### src/rtl/hps_send_arbiter.sv
// hps_send_arbiter: round-robin arbiter that shares one 32-bit HPS output
// channel between NUM_REQ word-generator lanes. A granted lane's packet
// (1..3 words) is latched, then sent one word at a time. Each word is
// retired by a rising edge on ack_pulse. A slow HPS freezes the generators
// through their clock enables. When every lane is done and idle, the
// all-ones end marker is presented and the next ack sets all_done.
module hps_send_arbiter #(
    parameter int NUM_REQ = 4,
    parameter int TIMEOUT = 30,
    parameter int IDW     = 2
) (
    input  logic                  clk,
    input  logic                  reset,
    input  logic [NUM_REQ-1:0]    req,
    input  logic [NUM_REQ*96-1:0] req_data,
    input  logic [NUM_REQ*6-1:0]  req_rows,
    input  logic [NUM_REQ-1:0]    gen_done,
    input  logic                  ack_pulse,
    output logic [NUM_REQ-1:0]    grant,
    output logic [31:0]           word_out,
    output logic [IDW-1:0]        src_id,
    output logic [1:0]            word_idx,
    output logic                  valid,
    output logic [NUM_REQ-1:0]    ce,
    output logic                  busy,
    output logic                  all_done
);

    typedef enum logic [1:0] {IDLE, SEND, WAIT, STALL} state_t;

    state_t               state_q, state_d;
    logic [NUM_REQ-1:0]   grant_q, grant_d;
    logic [31:0]          word_out_q, word_out_d;
    logic [IDW-1:0]       src_id_q, src_id_d;
    logic [1:0]           word_idx_q, word_idx_d;
    logic                 valid_q, valid_d;
    logic [NUM_REQ-1:0]   ce_q, ce_d;
    logic                 busy_q, busy_d;
    logic                 all_done_q, all_done_d;
    logic                 ack_d_q;
    logic [IDW-1:0]       last_q, last_d;
    logic [5:0]           cnt_q, cnt_d;
    logic [1:0]           idx_q, idx_d;
    logic [1:0]           count_q, count_d;
    logic [IDW-1:0]       id_q, id_d;
    logic [31:0]          data_q [3];
    logic [31:0]          data_d [3];

    // Per-lane views of the flat input buses
    logic [NUM_REQ-1:0]   eligible;
    logic [31:0]          lane_word [NUM_REQ][3];
    logic [1:0]           lane_cnt  [NUM_REQ];

    logic                 ack_edge;
    logic                 end_cond;
    logic                 found;
    logic [IDW-1:0]       pick;

    assign ack_edge = ack_pulse & ~ack_d_q;
    assign end_cond = (&gen_done) & ~(|req);

    genvar gi, gj;
    generate
        for (gi = 0; gi < NUM_REQ; gi++) begin : g_lane
            assign eligible[gi] = req[gi] & ~gen_done[gi];
            // ROWS 0..4 -> 1 word, 5..8 -> 2 words, 9+ -> 3 words
            assign lane_cnt[gi] = (req_rows[6*gi +: 6] < 6'd5) ? 2'd1 :
                                  (req_rows[6*gi +: 6] < 6'd9) ? 2'd2 : 2'd3;
            for (gj = 0; gj < 3; gj++) begin : g_word
                assign lane_word[gi][gj] = req_data[96*gi + 32*gj +: 32];
            end
        end
    endgenerate

    // Round-robin pick: first eligible lane scanning last+1, last+2, ... (wrapping)
    always_comb begin
        int          cand;
        logic [IDW-1:0] cand_idx;
        found    = 1'b0;
        pick     = '0;
        cand     = 0;
        cand_idx = '0;
        for (int k = 1; k <= NUM_REQ; k++) begin
            cand     = (int'(last_q) + k) % NUM_REQ;
            cand_idx = IDW'(cand);
            if (!found && eligible[cand_idx]) begin
                found = 1'b1;
                pick  = cand_idx;
            end
        end
    end

    // Next-state and output logic for the send FSM
    always_comb begin
        state_d    = state_q;
        grant_d    = '0;
        word_out_d = word_out_q;
        src_id_d   = src_id_q;
        word_idx_d = word_idx_q;
        valid_d    = valid_q;
        ce_d       = ce_q;
        busy_d     = busy_q;
        all_done_d = all_done_q;
        last_d     = last_q;
        cnt_d      = cnt_q;
        idx_d      = idx_q;
        count_d    = count_q;
        id_d       = id_q;
        for (int j = 0; j < 3; j++) data_d[j] = data_q[j];

        case (state_q)
            IDLE: begin
                valid_d = 1'b0;
                ce_d    = '1;
                if (found) begin
                    for (int j = 0; j < 3; j++) data_d[j] = lane_word[pick][j];
                    count_d    = lane_cnt[pick];
                    id_d       = pick;
                    idx_d      = 2'd0;
                    last_d     = pick;
                    grant_d    = NUM_REQ'(1) << pick;
                    busy_d     = 1'b1;
                    word_out_d = '0;
                    state_d    = SEND;
                end else if (end_cond) begin
                    word_out_d = 32'hFFFF_FFFF;
                    if (ack_edge) all_done_d = 1'b1;
                end else begin
                    word_out_d = '0;
                end
            end
            SEND: begin
                // Acks are ignored here; the word only becomes live this cycle
                word_out_d = data_q[idx_q];
                word_idx_d = idx_q;
                src_id_d   = id_q;
                valid_d    = 1'b1;
                cnt_d      = '0;
                state_d    = WAIT;
            end
            WAIT, STALL: begin
                if (ack_edge) begin
                    // Ack beats a simultaneous timeout, and releases a stall
                    ce_d    = '1;
                    cnt_d   = '0;
                    valid_d = 1'b0;
                    if (idx_q == count_q - 2'd1) begin
                        busy_d  = 1'b0;
                        state_d = IDLE;
                    end else begin
                        idx_d   = idx_q + 2'd1;
                        state_d = SEND;
                    end
                end else if (state_q == STALL) begin
                    ce_d = '0;
                end else if (cnt_q < 6'(TIMEOUT)) begin
                    cnt_d = cnt_q + 6'd1;
                end else begin
                    ce_d    = '0;
                    state_d = STALL;
                end
            end
            default: state_d = IDLE;
        endcase
    end

    // State and output registers, cleared asynchronously by reset
    always_ff @(posedge clk or posedge reset) begin
        if (reset) begin
            state_q    <= IDLE;
            grant_q    <= '0;
            word_out_q <= '0;
            src_id_q   <= '0;
            word_idx_q <= '0;
            valid_q    <= 1'b0;
            ce_q       <= '1;
            busy_q     <= 1'b0;
            all_done_q <= 1'b0;
            ack_d_q    <= 1'b0;
            last_q     <= IDW'(NUM_REQ - 1);
            cnt_q      <= '0;
            idx_q      <= '0;
            count_q    <= '0;
            id_q       <= '0;
            for (int j = 0; j < 3; j++) data_q[j] <= '0;
        end else begin
            state_q    <= state_d;
            grant_q    <= grant_d;
            word_out_q <= word_out_d;
            src_id_q   <= src_id_d;
            word_idx_q <= word_idx_d;
            valid_q    <= valid_d;
            ce_q       <= ce_d;
            busy_q     <= busy_d;
            all_done_q <= all_done_d;
            ack_d_q    <= ack_pulse;
            last_q     <= last_d;
            cnt_q      <= cnt_d;
            idx_q      <= idx_d;
            count_q    <= count_d;
            id_q       <= id_d;
            for (int j = 0; j < 3; j++) data_q[j] <= data_d[j];
        end
    end

    assign grant    = grant_q;
    assign word_out = word_out_q;
    assign src_id   = src_id_q;
    assign word_idx = word_idx_q;
    assign valid    = valid_q;
    assign ce       = ce_q;
    assign busy     = busy_q;
    assign all_done = all_done_q;

endmodule

### config.mk
export PLATFORM = sky130hd
export DESIGN_NAME = hps_send_arbiter
export DESIGN_NICKNAME = d
export VERILOG_FILES = /design/src/rtl/hps_send_arbiter.sv
export SDC_FILE = /design/constraint.sdc
export NUM_CORES = 1
export LEC_CHECK = 0
export BUFFER_PORTS_ARGS = -buffer_cell sky130_fd_sc_hd__buf_2
export CORE_AREA = 5 5 176 178
export CTS_BUF_LIST = sky130_fd_sc_hd__clkbuf_16
export CTS_CLUSTER_DIAMETER = 100
export DETAILED_ROUTE_END_ITERATION = 7
export DIE_AREA = 0 0 181 183
export PLACE_DENSITY = 0.7
export SLEW_MARGIN = 0
export SYNTH_ARGS = -nofsm -noshare
export SYNTH_HDL_FRONTEND = slang
export SYNTH_SLANG_ARGS = --single-unit
### constraint.sdc
create_clock -name clk -period 5.5 [get_ports clk]
set_input_delay 0.825 -clock clk [delete_from_list [all_inputs] [get_ports clk]]
set_output_delay 0.825 -clock clk [all_outputs]
set_load 0.1 [all_outputs]
## After elaboration in Yosys (flattened, before gate mapping)

Index checks and enable logic that the tools add are counted.

| word-level totals | value |
|---|---|
| memories kept | 0 |
| bits in latches | 0 |
| register bits after elaboration | 160 |
| input bits | 419 |
| ROM bits | 0 |
| output and inout port bits | 47 |
| RAM bits | 0 |
| logic and storage cells | 150 |

| operators by class | value |
|---|---|
| equality and inequality tests | 12 |
| add/subtract/negate cells | 7 |
| bitwise logic cells | 15 |
| reduce and logical (&&, ||, !) cells | 20 |
| multiply operators | 0 |
| order comparisons | 15 |
| mux-type cells | 62 |
| shift-type cells | 1 |
| divide/modulo/power cells | 0 |

Operators by type and width:

| operator | count |
|---|---|
| binary-select mux 96 bit (select 2 bit) | 1 |
| two-way mux 96 bit | 2 |
| two-way mux 32 bit | 4 |
| binary-select mux 32 bit (select 2 bit) | 1 |
| case mux 32 bit (2 select lines) | 1 |
| two-way mux 2 bit | 17 |
| < comparator 6 x 3 -> 1 bit, second input constant | 4 |
| < comparator 6 x 4 -> 1 bit, second input constant | 4 |
| two-way mux 4 bit | 5 |
| two-way mux 6 bit | 3 |
| two-way mux 1 bit | 17 |
| AND reduction 4 bit | 4 |
| < comparator 2 x 3 -> 1 bit, second input constant | 4 |
| case mux 6 bit (2 select lines) | 1 |
| != test 3 bit, second input constant | 3 |
| binary-select mux 1 bit (select 2 bit) | 4 |
| != test 2 bit, second input constant | 4 |
| case mux 4 bit (2 select lines) | 1 |
| NOT 1 bit | 7 |
| adder 2 x 1 -> 2 bit, second input constant | 3 |
| adder 6 x 1 -> 6 bit, second input constant | 1 |
| AND 1 bit | 6 |
| greater-or-equal comparator 3 bit, second input constant | 2 |
| < comparator 6 x 5 -> 1 bit, second input constant | 1 |
| 21 further kinds | 32 |

## Logic depth before layout (Yosys ltp)

| logic depth | value |
|---|---|
| depth in word-level cells | 18 |
| gate-level depth with buffers | 8 |
| depth with buffers taken out | 5 |

## Worst setup path before layout

Ideal clock, no wire load.

| timing | value |
|---|---|
| path kind | input to register |
| start | input req[0] |
| end | register data_q[17] (netlist bit) |
| setup slack | 3.299 ns |
| setup time | 0.142 ns |
| data arrival time | 2.058 ns |
| required time | 5.358 ns |
| path buffers | 2 |
| stages on the path | 7 |
| cell sequence | nor2b_1 > a221o_1 > nand3_2 > buf_6 > buf_2 > mux2i_1 > o221ai_1 |

| on the way | value |
|---|---|
| cells in the longest elaborated chain, start to end | 17 |
| elaborated cells between the ends (all ways) | 28 |
| those cells by class | mux: 19; bitwise: 2; reduce/logical: 7 |

RTL lines:

| element | RTL line | source |
|---|---|---|
| start, declared | 14 | `input logic [NUM_REQ-1:0] req,` |
| AND 1 bit * | 65 | `assign eligible[gi] = req[gi] & ~gen_done[gi];` |
| binary-select mux 1 bit (select 2 bit) | 86 | `if (!found && eligible[cand_idx]) begin` |
| two-way mux 1 bit (implied by the code) | 86 |  |
| two-way mux 1 bit | 86 |  |
| zero test 1 bit | 86 |  |
| logical AND 1 bit | 86 |  |
| two-way mux 1 bit | 86 |  |
| zero test 1 bit | 86 |  |
| logical AND 1 bit | 86 |  |
| two-way mux 1 bit | 86 |  |
| zero test 1 bit | 86 |  |
| logical AND 1 bit | 86 |  |
| two-way mux 2 bit | 86 |  |
| NOT 2 -> 3 bit (implied by the code) | 116 | `for (int j = 0; j < 3; j++) data_d[j] = lane_word[pick][j];` |
| binary-select mux 96 bit (select 2 bit) | 116 |  |
| two-way mux 96 bit (implied by the code) (2 in series) | 116 |  |
| end, declared | 46 | `logic [31:0] data_q [3];` |

Every way passes the cells marked *; elsewhere a longest branch is shown, timed or not. The select of a mux whose other input is x is not followed.
A chain may end at the register's enable or synchronous reset.

## Worst setup path in the final report

| timing | value |
|---|---|
| start | register last_q[0] |
| end | register data_q[6] (netlist bit) |

| on the way | value |
|---|---|
| cells in the longest elaborated chain, start to end | 17 |
| elaborated cells between the ends (all ways) | 31 |
| those cells by class | add/sub: 4; mux: 19; bitwise: 1; reduce/logical: 7 |

RTL lines:

| element | RTL line | source |
|---|---|---|
| start, declared | 41 | `logic [IDW-1:0] last_q, last_d;` |
| start signal, assigned | 180 | `last_q <= IDW'(NUM_REQ - 1);` |
| start signal, assigned | 197 | `last_q <= last_d;` |
| adder 2 x 1 -> 2 bit | 84 | `cand = (int'(last_q) + k) % NUM_REQ;` |
| binary-select mux 1 bit (select 2 bit) | 86 |  |
| two-way mux 1 bit (implied by the code) | 86 |  |
| two-way mux 1 bit | 86 |  |
| zero test 1 bit | 86 |  |
| logical AND 1 bit | 86 |  |
| two-way mux 1 bit | 86 |  |
| zero test 1 bit | 86 |  |
| logical AND 1 bit | 86 |  |
| two-way mux 1 bit | 86 |  |
| zero test 1 bit | 86 |  |
| logical AND 1 bit | 86 |  |
| two-way mux 2 bit | 86 |  |
| NOT 2 -> 3 bit (implied by the code) | 116 |  |
| binary-select mux 96 bit (select 2 bit) | 116 |  |
| two-way mux 96 bit (implied by the code) (2 in series) | 116 |  |

Several ways; a longest one is shown, not always the timed one. The select of a mux whose other input is x is not followed.

==> run_results.csv <==
group,metric,value,unit
setup_path,worst_r2r_endpoint,"data_q[6]$_DFFE_PP0P_",
cts,cts_hold_buf,0,
detailed_routing,drt_iter0_drc,507,
setup_path,crit_required,5.76,ns
detailed_routing,antenna_left,0,
final_layout,final_cell_mix,"buf_2 (465), mux2i_1 (230), nand2_1 (172)",
final_layout,drive_above_1_share,0.4052,
cts,h-tree-depth,4,
cts,cts-resized-gates,0,
final_layout,multiInputGateArea,0.005283,mm²
yosys,synth_cell_type_count,54,
cts,clockRootBuffer,"clkbuf_16",
setup_path,cp_max_fo,70,
setup_path,reg2reg_depth,6,
cts,path_clk_slew,0.07,ns
die,fp-row-count,63,
sta,slew_headroom,0.2605,
detailed_routing,vias,9275,
sta,tightest_slew,1.109,ns
cts,cts_buffer_depth,2,
global_routing,grt_pass1_wl,56210,µm
power_and_ir_drop,leakage,6.392,nW
die,ios,466,
yosys,syn_avg_cell_area,10.11,µm²
detailed_routing,drc,0,
die,start_util,0.3306,
sta,setup_slack,2.576,ns
min_path,hold_class,"in -> async",
placement,gp_congestion,0.9413,
global_routing,grt_start_max_net_pins,71,
global_routing,grt_util_all_layers,0.2162,
cts,clk_latency,0.42,ns
setup_path,crit_arrival,3.18,ns
placement,dp_slack,2.237,ns
cts,postCtsSetupBuffers,0,
setup_path,r2r_start,"last_q[0]$_DFFE_PP1P_",
job,max_cap_violations,0,
yosys,synth-edff-count,0,
final_layout,syn_to_final_growth,32.11,%
setup_path,criticalPathCategory,"reg -> reg",
yosys,ys_warn_count,0,
sta,finalSetupViolations,0,
power_and_ir_drop,combPwrFrac,0.530,
die,coreArea,0.02924,mm²
global_routing,grt_overflow,0,
power_and_ir_drop,switching_power,3.580,mW
sta,skew,0.01367,ns
sta,fin_crit,2.924,ns
sta,setup_tns,0,ns
detailed_routing,via_per_inst,5.202,
power_and_ir_drop,p_per_area,550.1,mW/mm²
detailed_routing,routedWlPerCell,20.76,µm
global_routing,first_global_vias,9736,
setup_path,r2r_slack,2.58,ns
sta,finalCritPeriodShare,0.5317,
sta,hold_ws,0.4244,ns
power_and_ir_drop,swShare,0.5095,
sta,rsz0062_at_grt,"no",
die,dieArea,0.03312,mm²
setup_path,worst_setup_path_end_kind,"flop",
detailed_routing,drt-total-wl,37020,µm
global_routing,antenna_found_initial,8,
die,die_w,181,µm
final_layout,seq_area,0.003938,mm²
die,die_y,183,µm
yosys,async_reset_ff_frac,1.000,
final_layout,nFillCells,2856,
placement,dp_hpwl,28680,µm
power_and_ir_drop,clkPwrFrac,0.158,
detailed_routing,first_pass_iters,5,
yosys,netlist_area,0.009668,mm²
yosys,ys_seq_area_frac,0.4068,
final_layout,finalNetCount,1794,
yosys,syn-instance-count,956,
yosys,synthFlopType,"dfrtp_1",
placement,portBuffers,465,
setup_path,start_kind,"flop",
sta,fmax,342.0,MHz
final_layout,final_common_cell,"buf_2",
sta,hold_violations,0,
sta,slew_viol_final,0,
cts,cts_tree,"yes",
yosys,synth_fp_nets,1376,
power_and_ir_drop,ir_worst_vdd,0.2543,mV
cts,cts_buffers,17,
run_status,status,"finished, final reports clean",
power_and_ir_drop,seq_power_share,0.312,
power_and_ir_drop,intPower,3.446,mW
cts,clkSinkCount,157,
yosys,yosys_register_bits,157,
-- metrics by stage --
step	instance area (µm²)	util	std cells	total power [mW]
after global placement	12220	0.4178	1745	5.916
after global routing	12770	0.4367	1782	7.482
after CTS	12760	0.4362	1777	7.105
after floorplan	9668	-	956	4.932
after detailed placement	12220	0.4178	1745	5.971
final	12770	0.4367	1783	7.026
-- cell type report --
class	instances	area share
sequential	157	0.3083
clock inverter	15	0.008817
timing repair buffer	483	0.1948
inverter	5	0.001861
multi-input combinational	710	0.4136
clock buffer	17	0.03331
tap	390	0.03821
antenna	6	0.001176
-- power groups by stage --
stage	Combinational [mW]	Sequential, mW	Clock, mW
global placement	3.71	2.21	0
global route	4.03	2.27	1.18
detailed placement	3.75	2.22	0
finish	3.72	2.19	1.11
CTS	3.76	2.21	1.14
floorplan	2.08	2.85	0
-- cells in the mapped netlist (4+ instances only) --
cell	number	share of area
nor2b_1	4	0.0026
inv_1	4	0.0016
and2_1	5	0.0032
clkbuf_1	31	0.012
nand2b_1	6	0.0039
nor2_1	67	0.026
nand3_1	33	0.017
mux2i_1	230	0.24
buf_4	20	0.016
o211ai_1	34	0.026
nand2_1	172	0.067
a221oi_2	27	0.042
nor3b_1	4	0.0031
buf_1	4	0.0016
a221oi_1	7	0.0063
buf_6	4	0.0047
nand3b_1	4	0.0031
nor4b_1	4	0.0036
o21ai_0	13	0.0067
buf_2	21	0.011
o221ai_1	65	0.059
dfrtp_1	154	0.40
-- sequential cells by signal, indices dropped and copies added, names as in the netlist, 2 cells and up --
name,cells
idx_q,2
grant,4
last_q,2
count_q,2
state_q,2
cnt_q,6
id_q,2
word_out,32
src_id,2
word_idx,2
data_q,96
-- critical path: stages (launching register included) --
cell and delay, ns:
dfstp_2 0.57, and4bb_2 0.29, a21oi_1 0.24, nand3_4 0.67, buf_12 0.49, mux2i_1 0.26
o221ai_1 0.13
-- metal layers --
layer | track usage | vias to the layer above | wire length, µm
li1 | - | 4382 | -
met1 | 0.2858 | 4478 | 15780
met2 | 0.3662 | 375 | 18460
met3 | 0.04582 | 36 | 2250
met4 | 0.05134 | 4 | 511
met5 | 0 | - | 27
-- worst max-delay path by stage --
stage / startpoint / cells past startpoint / to / slack [ns]
floorplan: reset / 1 / ack_d_q$_DFF_PP0_ / 0.45
global placement: req[3] / 7 / data_q[53]$_DFFE_PP0P_ / 2.27
detailed placement: req[3] / 7 / data_q[53]$_DFFE_PP0P_ / 2.24
CTS: last_q[0]$_DFFE_PP1P_ / 6 / data_q[53]$_DFFE_PP0P_ / 2.60
global route: last_q[0]$_DFFE_PP1P_ / 6 / data_q[36]$_DFFE_PP0P_ / 2.46
finish: last_q[0]$_DFFE_PP1P_ / 6 / data_q[6]$_DFFE_PP0P_ / 2.58
-- cell families (layout without fill, tap and decap cells) --
kind of cell,Yosys count,count (layout),synth area share
adders and majority gates,1,1,0.001294
other,0,6,0
AOI/OAI and AO/OA,163,163,0.1569
xor gates and xnor gates,4,4,0.003624
muxes,233,233,0.2416
DFF,157,157,0.4068
buffers and inverters,89,520,0.05202
and+or+nand+nor,309,309,0.1378
(Power assumes the default switching activity.)
